==> src/rtl/imem_fetch_ctrl.sv <==
// imem_fetch_ctrl: owns the fetch PC and drives the combinational instruction
// memory. Each fetched word is captured with its PC into a small in-order
// prefetch buffer that feeds decode over a valid/ready handshake. Redirects
// flush the buffer and restart fetch at the new target.
// Optional feature macro: IMEM_FETCH_ZERO_HALT_EN (a fetched all-zero word
// halts fetch until the next redirect).
module imem_fetch_ctrl #(
  parameter logic [31:0] RESET_PC = 32'h0000_0000,
  parameter int          DEPTH    = 2
) (
  input  logic        clk,
  input  logic        rst_n,
  output logic [31:0] imem_addr,
  input  logic [31:0] imem_rdata,
  input  logic        redirect_valid,
  input  logic [31:0] redirect_pc,
  output logic        out_valid,
  input  logic        out_ready,
  output logic [31:0] out_instr,
  output logic [31:0] out_pc,
  output logic        halted
);

  localparam int PW = $clog2(DEPTH);
  localparam int CW = PW + 1;

  typedef enum logic {
    ST_RUN    = 1'b0,
    ST_HALTED = 1'b1
  } state_t;

  state_t          state_r;
  logic [31:0]     pc_r;
  logic [PW-1:0]   head_r;
  logic [PW-1:0]   tail_r;
  logic [CW-1:0]   count_r;
  logic            valid_r;
  logic            halted_r;
  logic [31:0]     pc_mem_r    [DEPTH];
  logic [31:0]     instr_mem_r [DEPTH];

  logic            pop_s;
  logic            fetch_s;
  logic            zero_s;
  logic            push_s;
  logic            halt_s;
  logic [CW-1:0]   count_nxt_s;

  assign imem_addr = pc_r;
  assign out_valid = valid_r;
  assign out_instr = instr_mem_r[head_r];
  assign out_pc    = pc_mem_r[head_r];
  assign halted    = halted_r;

  // Handshake, fetch qualification and next occupancy for this cycle.
  always_comb begin
    pop_s       = 1'b0;
    fetch_s     = 1'b0;
    zero_s      = 1'b0;
    push_s      = 1'b0;
    halt_s      = 1'b0;
    count_nxt_s = count_r;

    pop_s = valid_r & out_ready;
    // A full buffer may still fetch when the head leaves in the same cycle.
    if ((state_r == ST_RUN) && !redirect_valid &&
        ((count_r < CW'(DEPTH)) || pop_s)) begin
      fetch_s = 1'b1;
    end else begin
      fetch_s = 1'b0;
    end

`ifdef IMEM_FETCH_ZERO_HALT_EN
    zero_s = (imem_rdata == 32'h0000_0000);
`else
    zero_s = 1'b0;
`endif

    push_s = fetch_s & ~zero_s;
    halt_s = fetch_s & zero_s;

    if (redirect_valid) begin
      count_nxt_s = {CW{1'b0}};
    end else begin
      case ({push_s, pop_s})
        2'b10:   count_nxt_s = count_r + CW'(1);
        2'b01:   count_nxt_s = count_r - CW'(1);
        default: count_nxt_s = count_r;
      endcase
    end
  end

  // Fetch FSM, PC, buffer pointers/storage and registered status outputs.
  always_ff @(posedge clk or negedge rst_n) begin
    if (!rst_n) begin
      state_r  <= ST_RUN;
      pc_r     <= RESET_PC;
      head_r   <= {PW{1'b0}};
      tail_r   <= {PW{1'b0}};
      count_r  <= {CW{1'b0}};
      valid_r  <= 1'b0;
      halted_r <= 1'b0;
      for (int i = 0; i < DEPTH; i++) begin
        pc_mem_r[i]    <= 32'h0000_0000;
        instr_mem_r[i] <= 32'h0000_0000;
      end
    end else begin
      count_r <= count_nxt_s;
      valid_r <= (count_nxt_s != {CW{1'b0}});
      if (redirect_valid) begin
        // Flush: stale entries vanish, fetch restarts at the word-aligned target.
        state_r  <= ST_RUN;
        halted_r <= 1'b0;
        pc_r     <= {redirect_pc[31:2], 2'b00};
        head_r   <= {PW{1'b0}};
        tail_r   <= {PW{1'b0}};
      end else begin
        if (push_s) begin
          pc_mem_r[tail_r]    <= pc_r;
          instr_mem_r[tail_r] <= imem_rdata;
          tail_r              <= tail_r + PW'(1);
          pc_r                <= pc_r + 32'd4;
        end
        if (pop_s) begin
          head_r <= head_r + PW'(1);
        end
        case (state_r)
          ST_RUN: begin
            if (halt_s) begin
              state_r  <= ST_HALTED;
              halted_r <= 1'b1;
            end
          end
          ST_HALTED: begin
            state_r  <= ST_HALTED;
            halted_r <= 1'b1;
          end
          default: begin
            state_r  <= ST_RUN;
            halted_r <= 1'b0;
          end
        endcase
      end
    end
  end

endmodule

==> config.mk <==
export PLATFORM = sky130hd
export DESIGN_NAME = imem_fetch_ctrl
export DESIGN_NICKNAME = d
export VERILOG_FILES = /design/src/rtl/imem_fetch_ctrl.sv
export SDC_FILE = /design/constraint.sdc
export NUM_CORES = 1
export LEC_CHECK = 0
export ABC_AREA = 1
export BUFFER_PORTS_ARGS = -buffer_cell sky130_fd_sc_hd__buf_2
export CAP_MARGIN = 5
export CORE_ASPECT_RATIO = 0.75
export CORE_MARGIN = 1.5
export CORE_UTILIZATION = 55
export CTS_CLUSTER_DIAMETER = 50
export CTS_CLUSTER_SIZE = 24
export DETAILED_ROUTE_END_ITERATION = 10
export GPL_TIMING_DRIVEN = 0
export PLACE_DENSITY_LB_ADDON = 0.2
export SLEW_MARGIN = 15
export SYNTH_ARGS = -nofsm -noshare
export SYNTH_HDL_FRONTEND = slang
export SYNTH_SLANG_ARGS = --single-unit
==> constraint.sdc <==
create_clock -name clk -period 2.4 [get_ports clk]
set_input_delay 0.48 -clock clk [delete_from_list [all_inputs] [get_ports clk]]
set_output_delay 0.48 -clock clk [all_outputs]
set_load 0.005 [all_outputs]
Yosys cells after proc, flatten, opt, wreduce, memory -nomap -nowiden
Cells that the tools add are included.
{ "totals": {"ff_bits": 167, "latchBits": 0, "ramBits": 0, "mem_bits_ro": 0, "inputBits": 68, "word_cells": 60, "memories": 0} }
{ "op_classes": {"addsub": 5, "multipliers": 0, "div": 0, "order_cmp": 4, "eq_ne": 3, "n_shift": 0, "muxes": 23, "n_bitwise": 5, "n_reduce_logical": 9} }
{ "ops": {"columns": ["operator", "n"], "rows": [
  ["32-bit two-way mux", 9],
  ["64-bit bitwise mux", 2],
  ["32-bit by 3-bit adder with 32-bit output, second input constant", 1],
  ["32-bit demux with 1-bit select", 1],
  ["1-bit two-way mux", 8],
  ["2-bit nonzero test", 3],
  ["2-bit greater-or-equal comparator, second input constant", 2],
  ["1-bit NOT with 2-bit output", 2],
  ["2-bit case mux with 2 select lines", 1],
  ["1-bit logical AND", 3],
  ["1-bit adder, second input constant", 2],
  ["2-bit by 1-bit adder with 2-bit output, second input constant", 1],
  ["2-bit by 1-bit == test with 1-bit output, second input constant", 1],
  ["2-bit == test, second input constant", 1],
  ["2-bit by 1-bit < comparator with 1-bit output, second input constant", 1],
  ["2-bit < comparator, second input constant", 1],
  ["2-bit two-way mux", 1],
  ["2-bit != test, second input constant", 1],
  ["1-bit NOT", 2],
  ["1-bit case mux with 2 select lines", 1],
  ["2-bit AND reduction", 1],
  ["2-bit by 1-bit subtractor with 2-bit output, second input constant", 1],
  ["1-bit bitwise AND", 1],
  ["1-bit logical NOT", 1],
  ["1-bit logical OR", 1]
]} }

Longest topological paths before layout
{ "depth": {"ltp_word": 8, "ltp_mapped": 10, "ltp_nobuf": 10} }

Least setup slack after synthesis
OpenSTA, ideal clock, no wires.
{ "synth_timing": {"path_kind": "in2reg", "from": "input out_ready", "to": "register valid_r, in the netlist out_valid", "setup_ns": 0.128, "arrival_ns": 1.411, "slack_ns": 0.861, "stages": 10, "path_buffers": 0, "path_cell_list": "nand2_1 > nand2_2 > nand2_4 > ha_1 > inv_1 > nand2_1 > nor2_1 > nand2_1 > nand2_1 > o22ai_1"} }
{ "synth_between": {"elab_chain_cells": 8, "elab_cells_between_ends": 9, "cone_classes": "eq/ne (2); mux (3); bitwise (1); reduce/logical (3)"} }
{ "synth_rtl": {"columns": ["item", "line", "rtl"], "rows": [
  ["start: declaration", "18", "input logic out_ready,"],
  ["1-bit bitwise AND *", "64", "pop_s = valid_r & out_ready;"],
  ["1-bit logical OR", "67", "((count_r < CW'(DEPTH)) || pop_s)) begin"],
  ["1-bit logical AND", "66", "if ((state_r == ST_RUN) && !redirect_valid &&"],
  ["1-bit two-way mux", "66", null],
  ["2-bit by 1-bit == test with 1-bit output or 2-bit == test (tied branches)", "85", "case ({push_s, pop_s})"],
  ["2-bit case mux with 2 select lines *", "85", null],
  ["2-bit two-way mux *", "82", "if (redirect_valid) begin"],
  ["2-bit nonzero test *", "109", "valid_r <= (count_nxt_s != {CW{1'b0}});"],
  ["end signal: assignment", "109", null],
  ["end: declaration", "37", "logic valid_r;"]
]} }
Every way passes the cells marked *; elsewhere a longest branch is shown, timed or not.
A chain may end at the register's enable or synchronous reset.

Final worst setup path
{ "layout_timing": {"from": "register head_r", "to": "output out_pc[15]"} }
{ "layout_between": {"elab_chain_cells": 4} }
{ "layout_rtl": {"columns": ["item", "line", "rtl"], "rows": [
  ["start: declaration", "34", "logic [PW-1:0] head_r;"],
  ["start signal: assignment", "98", "head_r <= {PW{1'b0}};"],
  ["start signal: assignment", "115", "head_r <= {PW{1'b0}};"],
  ["start signal: assignment", "125", "head_r <= head_r + PW'(1);"],
  ["1-bit NOT with 2-bit output (not written as such)", "52", "assign out_pc = pc_mem_r[head_r];"],
  ["32-bit two-way mux (not written as such) (3 in series)", "52", null],
  ["end: declaration", "20", "output logic [31:0] out_pc,"]
]} }
Every way passes these cells. The select of a mux whose other input is x is not followed.

==> impl_metrics.toml <==
[power]
power.share.clock = 0.252
p_total_mw = 11.0
static-leakage-power_nw = 5.08
combPwrFrac = 0.332
p_per_area_nw_per_um2 = 1160
intPower_mw = 6.99
ir_drop_uv = 848
switching_share = 0.363
seq_power_share = 0.416
power_switching_mw = 3.98

[finish]
drive_gt1_frac = 0.200
final_cells = 1390
mostFrequentLayoutCells = "456 x nand2_1, 165 x buf_2, 160 x dfrtp_1"
fillers = 1223
syn_to_final_growth_pct = 21.5
regArea_um2 = 4000
final_area_um2 = 9440
nets = 1272
mostFrequentLayoutCell = "nand2_1"
multiInputGateArea_um2 = 3150
n_antenna_cell = 0

[clocking]
cts_sinks = 160
clk_pin_slew_worst_paths_ns = 0.06
hold_buffers = 0
clock_path_buffers = 2
root_buffer = "clkbuf_16"
insertion_delay_ns = 0.43
cts_buffers = 17
cts_max_level = 4
cts_tree = "built"

[worst_setup_path]
max_stage_delay_ns = 0.52
r2r-start = "out_valid$_DFF_PN0_"
cp-end-kind = "output pin"
reg2reg_to = "instr_mem_r[27]$_DFFE_PN0P_"
cp_common_cell = "nand2_1"
r2r_setup_slack_ns = 0.57
path_class = "flip-flop to output pin"
cp_slowest_cell = "dfrtp_1"
crit_chain = "clkbuf_1 > nand2_1 > nand2_1 > buf_2"
path_max_fanout = 10
cp.arrival_ns = 1.73
required_ns = 1.92
rr_worst_depth = 7
worst_setup_path_start_kind = "flip-flop"

[sta]
setup_violations = 0
finClkSkew_ns = 0.00960
finalHoldViolations = 3
tns_ns = 0
relSlewSlack = 0.586
holdWs_ns = -0.00122
fin_crit_sh = 0.921
worst_slack_ns = 0.191
post-route-min-period_ns = 2.21
worst-slew-pin-transition_ns = 0.621
max_freq_ghz = 0.453
slew_viol_final = 0
rsz0062_at_grt = "no"

[synth]
syn_inst = 1021
ys_seq_area_frac = 0.515
synth_edf_count = 0
async_flop_share = 1.00
syn-cell-area_um2 = 7770
synth.largest_area_cell = "dfrtp_1"
ys_seq_elements = 160
synth_warnings = 0
avgSynthCellArea_um2 = 7.61
synth_cell_types = 31
synth_top_area_share = 0.515
synth_area_leaders = "dfrtp_1 52%, nand2_1 22%, o21ai_0 5.7%, inv_1 3.9%, o21ai_1 3.2%"
synthFlopType = "dfrtp_1"

[routing]
drt_iter0_drc = 667
wire_per_inst_um = 15.0
num_vias = 7231
dr.pass1.iters = 5
via_per_inst = 5.20
antenna_left = 0
drc = 0
routed_wirelength_um = 20900

[placed_design]
pre_cts_slack_ns = 0.353
hpwl_um = 14900
io_buffers = 159
placed_cell_area_um2 = 8830
dp.cells = 1359
place_congestion = 0.900

[grt]
grt_start_max_net_pins = 93
grt_pass1_vias = 6771
grt_pass1_wl_um = 34100
track_usage = 0.297
antenna_found_initial = 0
grt-ovfl-total = 0

[floorplanning]
die_h_um = 106
dieArea_um2 = 14900
fp.coreArea_um2 = 13700
rows = 37
die_x_um = 140
io_pins = 166
initial_core_util = 0.565

[flow_run]
maxCapViolCount = 0

[outcome]
status = "finished, violations left"
violations = "negative hold slack"

[min_path]
holdCritPathClass = "primary input to async pin"
-- per-layer routing --
metal	wire length [um]	part of all wire	global-route usage
met5	0	0	0
met4	293	0.014	0.0872
met3	1770	0.085	0.0770
met2	9090	0.43	0.433
met1	9760	0.47	0.437
-- sequential cells by signal (all words and copies together) (netlist names) --
register,count
instr_mem_r,64
pc_mem_r,60
imem_addr,30
count_r,2
halted,1
head_r,1
out_valid,1
tail_r,1
-- power groups by stage --
stage / Combinational (mW) / Sequential, mW / Clock, mW
floorplan: 2.21 / 4.42 / 0
global placement: 3.55 / 4.53 / 0
detailed placement: 3.63 / 4.57 / 0
CTS: 3.67 / 4.54 / 2.78
global route: 4.17 / 4.71 / 2.91
finish: 3.64 / 4.57 / 2.77
-- worst max-delay path: cells and delay by family (launching register included) --
family                 cells  cell delay [ns]
and+or+nand+nor            2             0.23
DFF                        1             0.52
buffers and inverters      2             0.56
-- Yosys cell counts (6+ instances only) --
| cell | instances |
|---|---|
| nand2_1 | 456 |
| dfrtp_1 | 160 |
| o21ai_0 | 88 |
| inv_1 | 80 |
| o21ai_1 | 50 |
| nand3_1 | 47 |
| nor2_1 | 42 |
| clkbuf_1 | 25 |
| buf_6 | 12 |
| xor2_1 | 9 |
| buf_2 | 7 |
| nor2_2 | 6 |
-- per-stage QoR --
stage,utilization,hold WS [ns]
final,0.687,-0.00122
after global routing,0.687,0.0343
after CTS,0.687,0.0156
after detailed placement,0.642,0.471
after global placement,0.640,0.466
after floorplan,-,0.184
-- cell type report --
class / instances / area share
multi-input combinational: 728 / 0.333
clock inverter: 8 / 0.0107
inverter: 86 / 0.0345
sequential: 160 / 0.424
tap: 175 / 0.0232
buffer: 49 / 0.0331
clock buffer: 24 / 0.0531
timing repair buffer: 160 / 0.0882
-- what timing repair did --
action,in CTS,in global routing
setup endpoints to repair,28,57
buffers inserted,0,0
pin swaps,0,0
gates resized for setup,7,3
-- cells by family (layout without fill, tap and decap cells) --
kind of cell | after synthesis | in the layout | synth area share
and+or+nand+nor | 561 | 561 | 0.288
DFF | 160 | 160 | 0.515
AOI/OAI and AO/OA | 152 | 152 | 0.102
buffers and inverters | 136 | 327 | 0.0812
xor gates and xnor gates | 9 | 9 | 0.0101
adders and majority gates | 2 | 2 | 0.00322
other | 1 | 4 | 0.000483
-- how the worst max path moves through the flow --
stage	from	endpoint	slack, ns	depth (start not counted)
after floorplan	out_ready	out_valid$_DFF_PN0_	0.86	10
after global placement	rst_n	instr_mem_r[25]$_DFFE_PN0P_	-1.55	1
after detailed placement	head_r$_DFFE_PN0P_	out_pc[15]	0.35	6
after CTS	head_r$_DFFE_PN0P_	out_pc[15]	0.04	5
after global routing	head_r$_DFFE_PN0P_	out_pc[21]	0.03	5
final	head_r$_DFFE_PN0P_	out_pc[15]	0.19	4
(Power assumes the default switching activity.)
